### src/rtl/pipeline_hazard_ctrl.sv
// Stall/flush controller for the five-stage pipeline: resolves memory wait,
// EX redirect and load-use hazards by priority, with wait timeout and counters.
module pipeline_hazard_ctrl #(
  parameter int MEM_TIMEOUT = 255,
  parameter int CNT_W       = 32
) (
  input  logic             clk,
  input  logic             rst,
  input  logic [4:0]       id_rs1,
  input  logic [4:0]       id_rs2,
  input  logic             id_rs1_used,
  input  logic             id_rs2_used,
  input  logic [4:0]       ex_rd,
  input  logic             ex_mem_read,
  input  logic             ex_redirect,
  input  logic             mem_req,
  input  logic             mem_ready,
  output logic             pc_pause,
  output logic             if_id_pause,
  output logic             if_id_flush,
  output logic             id_ex_pause,
  output logic             id_ex_flush,
  output logic             ex_mem_pause,
  output logic             mem_wb_flush,
  output logic             timeout_err,
  output logic [CNT_W-1:0] stall_cycles,
  output logic [CNT_W-1:0] flush_events
);

  typedef enum logic [1:0] {RUN, MEM_WAIT, FAULT} state_e;

  localparam int WC_W = (MEM_TIMEOUT > 1) ? $clog2(MEM_TIMEOUT) : 1;
  localparam logic [WC_W-1:0] WC_LAST = WC_W'((MEM_TIMEOUT > 0) ? MEM_TIMEOUT - 1 : 0);
  localparam logic [CNT_W-1:0] CNT_MAX = {CNT_W{1'b1}};

  state_e            state_q, state_d;
  logic [WC_W-1:0]   wait_cnt_q, wait_cnt_d;
  logic              terr_q, terr_d;
  logic [CNT_W-1:0]  stall_q, stall_d;
  logic [CNT_W-1:0]  flush_q, flush_d;
  logic              mem_stall, load_use;

  assign mem_stall = mem_req & ~mem_ready;
  assign load_use  = ex_mem_read & (ex_rd != 5'd0) &
                     ((id_rs1_used & (id_rs1 == ex_rd)) | (id_rs2_used & (id_rs2 == ex_rd)));

  always_comb begin
    pc_pause     = 1'b0;
    if_id_pause  = 1'b0;
    if_id_flush  = 1'b0;
    id_ex_pause  = 1'b0;
    id_ex_flush  = 1'b0;
    ex_mem_pause = 1'b0;
    mem_wb_flush = 1'b0;
    state_d      = state_q;
    wait_cnt_d   = wait_cnt_q;
    terr_d       = terr_q;
    stall_d      = stall_q;
    flush_d      = flush_q;

    if (state_q == FAULT) begin
      pc_pause     = 1'b1;
      if_id_pause  = 1'b1;
      id_ex_pause  = 1'b1;
      ex_mem_pause = 1'b1;
      mem_wb_flush = 1'b1;
    end else begin
      if (mem_stall) begin
        // EX/ID are frozen, so redirect and load-use get re-evaluated on release
        pc_pause     = 1'b1;
        if_id_pause  = 1'b1;
        id_ex_pause  = 1'b1;
        ex_mem_pause = 1'b1;
        mem_wb_flush = 1'b1;
        wait_cnt_d   = wait_cnt_q + 1'b1;
        if ((MEM_TIMEOUT != 0) && (wait_cnt_q == WC_LAST)) begin
          state_d = FAULT;
          terr_d  = 1'b1;
        end else begin
          state_d = MEM_WAIT;
        end
      end else begin
        state_d    = RUN;
        wait_cnt_d = '0;
        if (ex_redirect) begin
          if_id_flush = 1'b1;
          id_ex_flush = 1'b1;
          if (flush_q != CNT_MAX) flush_d = flush_q + 1'b1;
        end else if (load_use) begin
          pc_pause    = 1'b1;
          if_id_pause = 1'b1;
          id_ex_flush = 1'b1;
        end
      end
      if (pc_pause && (stall_q != CNT_MAX)) stall_d = stall_q + 1'b1;
    end

    // Pipeline registers reset themselves; keep controls quiet meanwhile
    if (rst) begin
      pc_pause     = 1'b0;
      if_id_pause  = 1'b0;
      if_id_flush  = 1'b0;
      id_ex_pause  = 1'b0;
      id_ex_flush  = 1'b0;
      ex_mem_pause = 1'b0;
      mem_wb_flush = 1'b0;
    end
  end

  always_ff @(posedge clk) begin
    if (rst) begin
      state_q    <= RUN;
      wait_cnt_q <= '0;
      terr_q     <= 1'b0;
      stall_q    <= '0;
      flush_q    <= '0;
    end else begin
      state_q    <= state_d;
      wait_cnt_q <= wait_cnt_d;
      terr_q     <= terr_d;
      stall_q    <= stall_d;
      flush_q    <= flush_d;
    end
  end

  assign timeout_err  = terr_q;
  assign stall_cycles = stall_q;
  assign flush_events = flush_q;

endmodule

### config.mk
export PLATFORM = sky130hd
export DESIGN_NAME = pipeline_hazard_ctrl
export DESIGN_NICKNAME = d
export VERILOG_FILES = /design/src/rtl/pipeline_hazard_ctrl.sv
export SDC_FILE = /design/constraint.sdc
export NUM_CORES = 1
export LEC_CHECK = 0
export BUFFER_PORTS_ARGS = -buffer_cell sky130_fd_sc_hd__buf_4
export CORE_AREA = 3 3 88 90
export DETAILED_ROUTE_END_ITERATION = 6
export DIE_AREA = 0 0 91 93
export GPL_ROUTABILITY_DRIVEN = 1
export PLACE_DENSITY = 0.81
export SYNTH_ARGS = -nofsm -noshare
export SYNTH_HDL_FRONTEND = slang
export SYNTH_SLANG_ARGS = --single-unit
export TNS_END_PERCENT = 100
### constraint.sdc
create_clock -name clk -period 4.45 [get_ports clk]
set_input_delay 0.445 -clock clk [delete_from_list [all_inputs] [get_ports clk]]
set_output_delay 0.445 -clock clk [all_outputs]
set_load 0.02 [all_outputs]
==> results of run 1 <==
==> power groups by stage <==
stage	sequential, W	combinational, W	clock [W]
2_1_floorplan	0.000697	0.0000510	0
3_3_place_gp	0.000694	0.0000805	0
3_5_place_dp	0.000694	0.0000825	0
4_1_cts	0.000678	0.0000826	0.000474
5_1_grt	0.000679	0.0000903	0.000500
6_report	0.000679	0.0000825	0.000462
==> sequential cells by signal (all words and copies together), names as in the netlist <==
register / count
wait_cnt_q: 8
flush_events: 32
state_q: 2
stall_cycles: 32
timeout_err: 1
==> placed cells by master, fill, tap and decap left out, types with 2 or more instances in the layout <==
| cell type | synthesis | final |
|---|---|---|
| or4_1 | 16 | 16 |
| mux2_2 | 4 | 4 |
| o21ai_1 | 11 | 11 |
| clkinv_2 | 0 | 2 |
| inv_1 | 9 | 9 |
| and3_1 | 6 | 6 |
| or4_4 | 2 | 2 |
| or3_1 | 16 | 16 |
| nor2b_1 | 7 | 7 |
| nor4b_1 | 3 | 3 |
| o31ai_1 | 15 | 15 |
| ha_1 | 4 | 4 |
| and4_1 | 10 | 10 |
| dfxtp_1 | 75 | 75 |
| nor4_1 | 4 | 4 |
| a21oi_2 | 5 | 5 |
| nand2_1 | 29 | 29 |
| xor2_1 | 10 | 10 |
| clkbuf_1 | 11 | 2 |
| nand2b_1 | 5 | 5 |
| nor3b_1 | 4 | 4 |
| o21ai_0 | 4 | 4 |
| buf_4 | 3 | 95 |
| nand4_1 | 20 | 20 |
| nor3_1 | 18 | 18 |
| nand3_1 | 26 | 26 |
| o22ai_1 | 2 | 2 |
| nor3_2 | 2 | 2 |
| mux2_4 | 2 | 2 |
| and2_1 | 2 | 2 |
| clkbuf_8 | 0 | 10 |
| xnor2_1 | 34 | 34 |
| a21oi_1 | 27 | 27 |
| nor2_1 | 56 | 56 |
==> metal layers <==
metal	global-route usage [%]	vias to the layer above	part of all wire, %
met5	0	-	0
met4	8.79	0	1.6
met3	3.38	16	4.5
met2	37.4	96	51
met1	27.1	1724	43
li1	-	1819	-
==> cell families (layout without fill, tap and decap cells) <==
logic type | count (synthesis) | in the layout | share of synthesized area, %
AND/OR/NAND/NOR | 230 | 230 | 32.7
flip-flops | 75 | 75 | 38.9
AO/OA/AOI/OAI | 67 | 67 | 10.4
XOR/XNOR | 44 | 44 | 9.98
buffers and inverters | 33 | 120 | 4.47
multiplexers | 7 | 7 | 2.20
adder cells (fa/ha/maj) | 4 | 4 | 1.30
==> area by class of cell <==
type,instances,area [sq um]
tap,99,124
clock inverter,4,26.3
timing repair buffer,95,713
inverter,9,33.8
sequential,75,1500
fill,660,2410
clock buffer,12,145
multi-input combinational,352,2190
==> final timing paths <==
path / end / slack, ps / cells past startpoint
max: stall_cycles[29] / 1290 / 7
min: timeout_err / 440 / 4
max reg2reg: stall_cycles[29] / 1290 / 7
min reg2reg: timeout_err / 450 / 2
==> worst max-delay path, stage by stage (launching register included) <==
cell	delay (ps)
dfxtp_1	400
ha_1	220
nand2_1	190
or4_4	600
or4_4	570
nand3_2	600
nor3_2	120
mux2_4	330
==> metrics by stage <==
stage	instance area (sq um)	utilization (%)	setup WS (ps)	power [W]	hold WS, ps
finish	4730	66.3	1290	0.00122	438
CTS	4730	66.3	1320	0.00123	430
floorplan	3860	-	1850	0.000748	458
global route	4730	66.3	1120	0.00127	462
global placement	4560	63.9	1460	0.000775	437
detailed placement	4560	63.9	1330	0.000777	447
==> metrics.yaml, run 1 <==
routedWlPerCell_um: 14.2
yosysTopAreaCell: "dfxtp_1"
root_buffer: "clkbuf_8"
finalHoldViolations: 0
cts.sinks: 75
syn_area_sq_um: 3860
cp.arrival_ps: 3390
finalCritPeriodShare_pct: 71.0
pwr-share-seq_pct: 55.5
cts_tree: "done"
ys_ff_latch: 75
fin_crit_ps: 3160
cts-htree-levels: 3
vias: 3655
clk_pin_slew_ps: 80
synth_nets: 487
synth_edf_count: 0
fin_skew_ps: 12.2
vdd_ir_drop_max_mv: 0.154
post_cts_buffers: 0
dieWidth_um: 91
synthTopCellsByArea: "dfxtp_1 39%, xnor2_1 7.7%, nor2_1 5.4%, a21oi_1 3.5%, nand3_1 3.4%"
synth_seq_area_share_pct: 38.9
grt_pass1_vias: 3387
fmax_ghz: 0.317
power_frac_comb_pct: 6.7
reg2reg_from: "stall_cycles[0]"
dp.cells: 630
drt_iter0_markers: 218
worstSetupEndpointType: "register"
synthArstFlopShare_pct: 0
critPathKind: "reg2reg"
ctsResizeCount: 0
power_frac_clock_pct: 37.8
grt_setup_unrepaired: "no"
remaining_drc_errors: 0
maxCapViolations: 0
hpwl_um: 6570
grt_max_degree: 80
place_congestion: 0.834
wl_um: 9150
antenna_cells: 0
setup_tns_ps: 0
power.density_nw_per_um2: 259
antenna_found_initial: 0
cp-start-kind: "register"
port_buffers: 94
vias_per_cell: 5.66
syn_area_per_cell_sq_um: 8.39
track_usage_pct: 21.7
syn_inst: 460
yosys_warnings: 0
critPathMaxFanout: 50
netlist-cell-type-count: 44
synth_most_common_cell: "dfxtp_1"
std_cell_rows: 31
layout.cells.non_filler: 646
overflow: 0
drive_above_1_share_pct: 23.2
netlist.area_leader.share_pct: 38.9
antenna_left: 0
core_sq_um: 7140
outcome: "completed"
dr.pass1.iters: 4
min_path_type: "in2reg"
switchingPower_w: 0.000298
worst_pin_slew_ps: 885
fp.dieH_um: 93
layout.nets: 569
critPathLaunch: "stall_cycles[0]"
ios: 95
dieArea_sq_um: 8460
grt_pass1_wl_um: 15400
p_int_w: 0.000925
setup_viol: 0
cts_hold_buf: 0
synthFlopType: "dfxtp_1"
min_from: "mem_ready"
cts_buffer_depth: 2
critPathRequiredTime_ps: 4680
synthTopCellsByCount: "75 x dfxtp_1, 56 x nor2_1, 34 x xnor2_1, 29 x nand2_1, 27 x a21oi_1"
netSwitchingFraction_pct: 24.4
leakagePower_nw: 1.69
syn_to_final_growth_pct: 22.5
slew_headroom_pct: 40.9
slew_violations: 0
cts_made_buffers: 9
clk_latency_ps: 340
start_util_pct: 54.1
(Power assumes the default switching activity.)
==> run 2: changes to the inputs <==
--- a/config.mk
+++ b/config.mk
@@ -5,12 +5,13 @@
 export SDC_FILE = /design/constraint.sdc
 export NUM_CORES = 1
 export LEC_CHECK = 0
+export ABC_AREA = 1
 export BUFFER_PORTS_ARGS = -buffer_cell sky130_fd_sc_hd__buf_4
-export CORE_AREA = 3 3 88 90
+export CORE_AREA = 3 3 98 100
 export DETAILED_ROUTE_END_ITERATION = 6
-export DIE_AREA = 0 0 91 93
+export DIE_AREA = 0 0 101 103
 export GPL_ROUTABILITY_DRIVEN = 1
-export PLACE_DENSITY = 0.81
+export PLACE_DENSITY = 0.79
 export SYNTH_ARGS = -nofsm -noshare
 export SYNTH_HDL_FRONTEND = slang
 export SYNTH_SLANG_ARGS = --single-unit
==> constraint.sdc (replaced) <==
create_clock -name clk -period 3.2 [get_ports clk]
set_input_delay 0.32 -clock clk [delete_from_list [all_inputs] [get_ports clk]]
set_output_delay 0.32 -clock clk [all_outputs]
set_load 0.02 [all_outputs]
==> metrics.yaml, run 2 <==
port_buffers: 94  # unchanged
layout.cells.non_filler: 987  # +53%
grt_max_degree: 53  # -34%
critPathKind: "reg2reg"
synth_nets: 821  # +69%
ctsResizeCount: 0  # unchanged
cts_tree: "done"
synth_edf_count: 0  # unchanged
power.density_nw_per_um2: 341  # +32%
fp.dieH_um: 103  # +11%
worst_path_largest_cell_delay_ps: 480  # -120 ps
wl_um: 12800  # +40%
overflow: 0  # unchanged
synthTopCellsByArea: "dfxtp_1 31%, nand2_1 18%, nor2_1 8.7%, inv_1 8.0%, nand3_1 5.5%"
layout_commonest_cell: "nand2_1"
core_sq_um: 8760  # +23%
grt_pass1_wl_um: 21100  # +37%
antenna_left: 0  # unchanged
dr.pass1.iters: 5  # +1
yosysTopAreaCell: "dfxtp_1"
syn_inst: 794  # +73%
synthArstFlopShare_pct: 0  # unchanged
dieArea_sq_um: 10400  # +23%
root_buffer: "clkbuf_8"
path_delay_family: "simple AND/OR/NAND/NOR gates"
hpwl_um: 9370  # +43%
std_cell_rows: 34  # +9.7%
cts-htree-levels: 3  # unchanged
ios: 95  # unchanged
path_cells: "ha_1, nand2_1, nor2_2, and3_1, nand4_2, buf_12, nand3_2, nand2_1, nand2_1, nor2_1"
cts_buffer_depth: 2  # unchanged
netlist.area_leader.share_pct: 30.9  # -8.0 points
track_usage_pct: 24.6  # +2.9 points
drt_iter0_markers: 286  # +31%
yosys_warnings: 0  # unchanged
cp-start-kind: "register"
netlist-cell-type-count: 34  # -23%
grt_setup_unrepaired: "no"
clk_pin_slew_ps: 80  # about the same
critPathMaxFanout: 35  # -30%
min_path_type: "in2reg"
cts_hold_buf: 0  # unchanged
routedWlPerCell_um: 12.9  # -8.7%
place_congestion: 0.986  # +18%
setup_viol: 0  # unchanged
cp_slowest_cell: "nand4_2"
finalHoldViolations: 0  # unchanged
worstSetupEndpointType: "register"
synth_seq_area_share_pct: 30.9  # -8.0 points
vdd_ir_drop_max_mv: 0.211  # +38%
dieWidth_um: 101  # +11%
drive_above_1_share_pct: 15.7  # -7.5 points
final_cell_mix: "232 x nand2_1, 113 x nor2_1, 103 x inv_1, 98 x buf_4, 75 x dfxtp_1"
ys_ff_latch: 75  # unchanged
synthFlopType: "dfxtp_1"
cts.sinks: 75  # unchanged
outcome: "completed"
synth_most_common_cell: "nand2_1"
finalCritPeriodShare_pct: 76.2  # +5.2 points
layout.nets: 901  # +58%
vias: 5251  # +44%
antenna_found_initial: 0  # unchanged
synthTopCellsByCount: "232 x nand2_1, 113 x nor2_1, 103 x inv_1, 75 x dfxtp_1, 53 x nand3_1"
cts_made_buffers: 9  # unchanged
cp.arrival_ps: 2680  # -710 ps
slew_violations: 0  # unchanged
maxCapViolations: 0  # unchanged
slew_headroom_pct: 54.8  # +14 points
antenna_cells: 0  # unchanged
crit_buf_inv: 1  # +1
worst_pin_slew_ps: 676  # -209 ps
fmax_ghz: 0.410  # +30%
post_cts_buffers: 0  # unchanged
dp.cells: 971  # +54%
setup_tns_ps: 0  # unchanged
fill_cells: 790  # +20%
leakagePower_nw: 2.56  # +52%
clk_latency_ps: 350  # about the same
fin_skew_ps: 8.75  # -3.41 ps
critPathRequiredTime_ps: 3440  # -1240 ps
remaining_drc_errors: 0  # unchanged
vias_per_cell: 5.32  # -6.0%
fin_crit_ps: 2440  # -721 ps
syn_area_per_cell_sq_um: 6.11  # -27%
grt_pass1_vias: 4728  # +40%
syn_to_final_growth_pct: 18.7
critPathMostFrequentCell: "nand2_1"
start_util_pct: 55.4  # +1.3 points
syn_area_sq_um: 4850  # +26%
## run 2: cell types whose count changed after synthesis, moves of 15 or more
cell     before  now
inv_1         9  103
nand2_1      29  232
nand3_1      26   53
nand4_1      20   37
nor2_1       56  113
nor3_1       18   34
o31ai_1      15    0
or3_1        16    0
or4_1        16    0
xnor2_1      34    8
## run 2: power breakdown
group / switching [W] / total (W) / internal [W] / leakage (nW)
logic: 0.000107 / 0.000166 / 0.0000594 / 1.85
clock network: 0.000367 / 0.000849 / 0.000481 / 0.113
registers: 0.0000113 / 0.000953 / 0.000941 / 0.606
## run 2: cell type report
class | instances | area (sq um) | area share (%)
Clock buffer | 12 | 155 | 2.69
Clock inverter | 4 | 72.6 | 1.26
Inverter | 112 | 423 | 7.34
Multi-Input combinational cell | 577 | 2720 | 47.2
Sequential cell | 75 | 1500 | 26.0
Tap cell | 108 | 135 | 2.34
Timing Repair Buffer | 99 | 756 | 13.1
## run 2: cells by family (layout without fill, tap and decap cells)
logic type,after synthesis,count (layout),share of synthesized area (%)
and+or+nand+nor,494,494,44.9
buffers and inverters,142,227,13.0
DFF,75,75,30.9
AOI/OAI and AO/OA,54,54,5.57
xor gates and xnor gates,25,25,4.51
adders and majority gates,4,4,1.03
## run 2: stage by stage
step | power, W | utilization (%) | hold WS, ps | setup slack (ps) | instance area (sq um)
after floorplan | 0.00109 | - | 452 | 1340 | 4850
after global placement | 0.00113 | 63.2 | 438 | 930 | 5540
after detailed placement | 0.00114 | 63.2 | 448 | 830 | 5540
after CTS | 0.00198 | 65.8 | 390 | 801 | 5760
after global routing | 0.00203 | 65.8 | 439 | 567 | 5760
final | 0.00197 | 65.8 | 393 | 763 | 5760
## run 2: metal layers
metal	vias up	global-route usage [%]	share of wire, %
met5	-	0	0
met4	0	10.1	2.3
met3	29	3.04	6.2
met2	191	41.6	47
met1	2365	31.8	44
li1	2666	-	-
## run 2: path summary, 6_finish.rpt
kind | start | end | slack, ps | depth (start not counted)
hold / removal | mem_ready | state_q[0] | 390 | 6
hold reg to reg | timeout_err | timeout_err | 460 | 2
setup reg to reg | stall_cycles[0] | stall_cycles[1] | 760 | 10
setup / recovery | stall_cycles[0] | stall_cycles[1] | 760 | 10
## run 2: worst min-delay path, stage by stage
cell and delay, ps:
buf_4 80, nor2_1 40, inv_1 80, nor2_1 60, inv_1 80, nor3_1 50
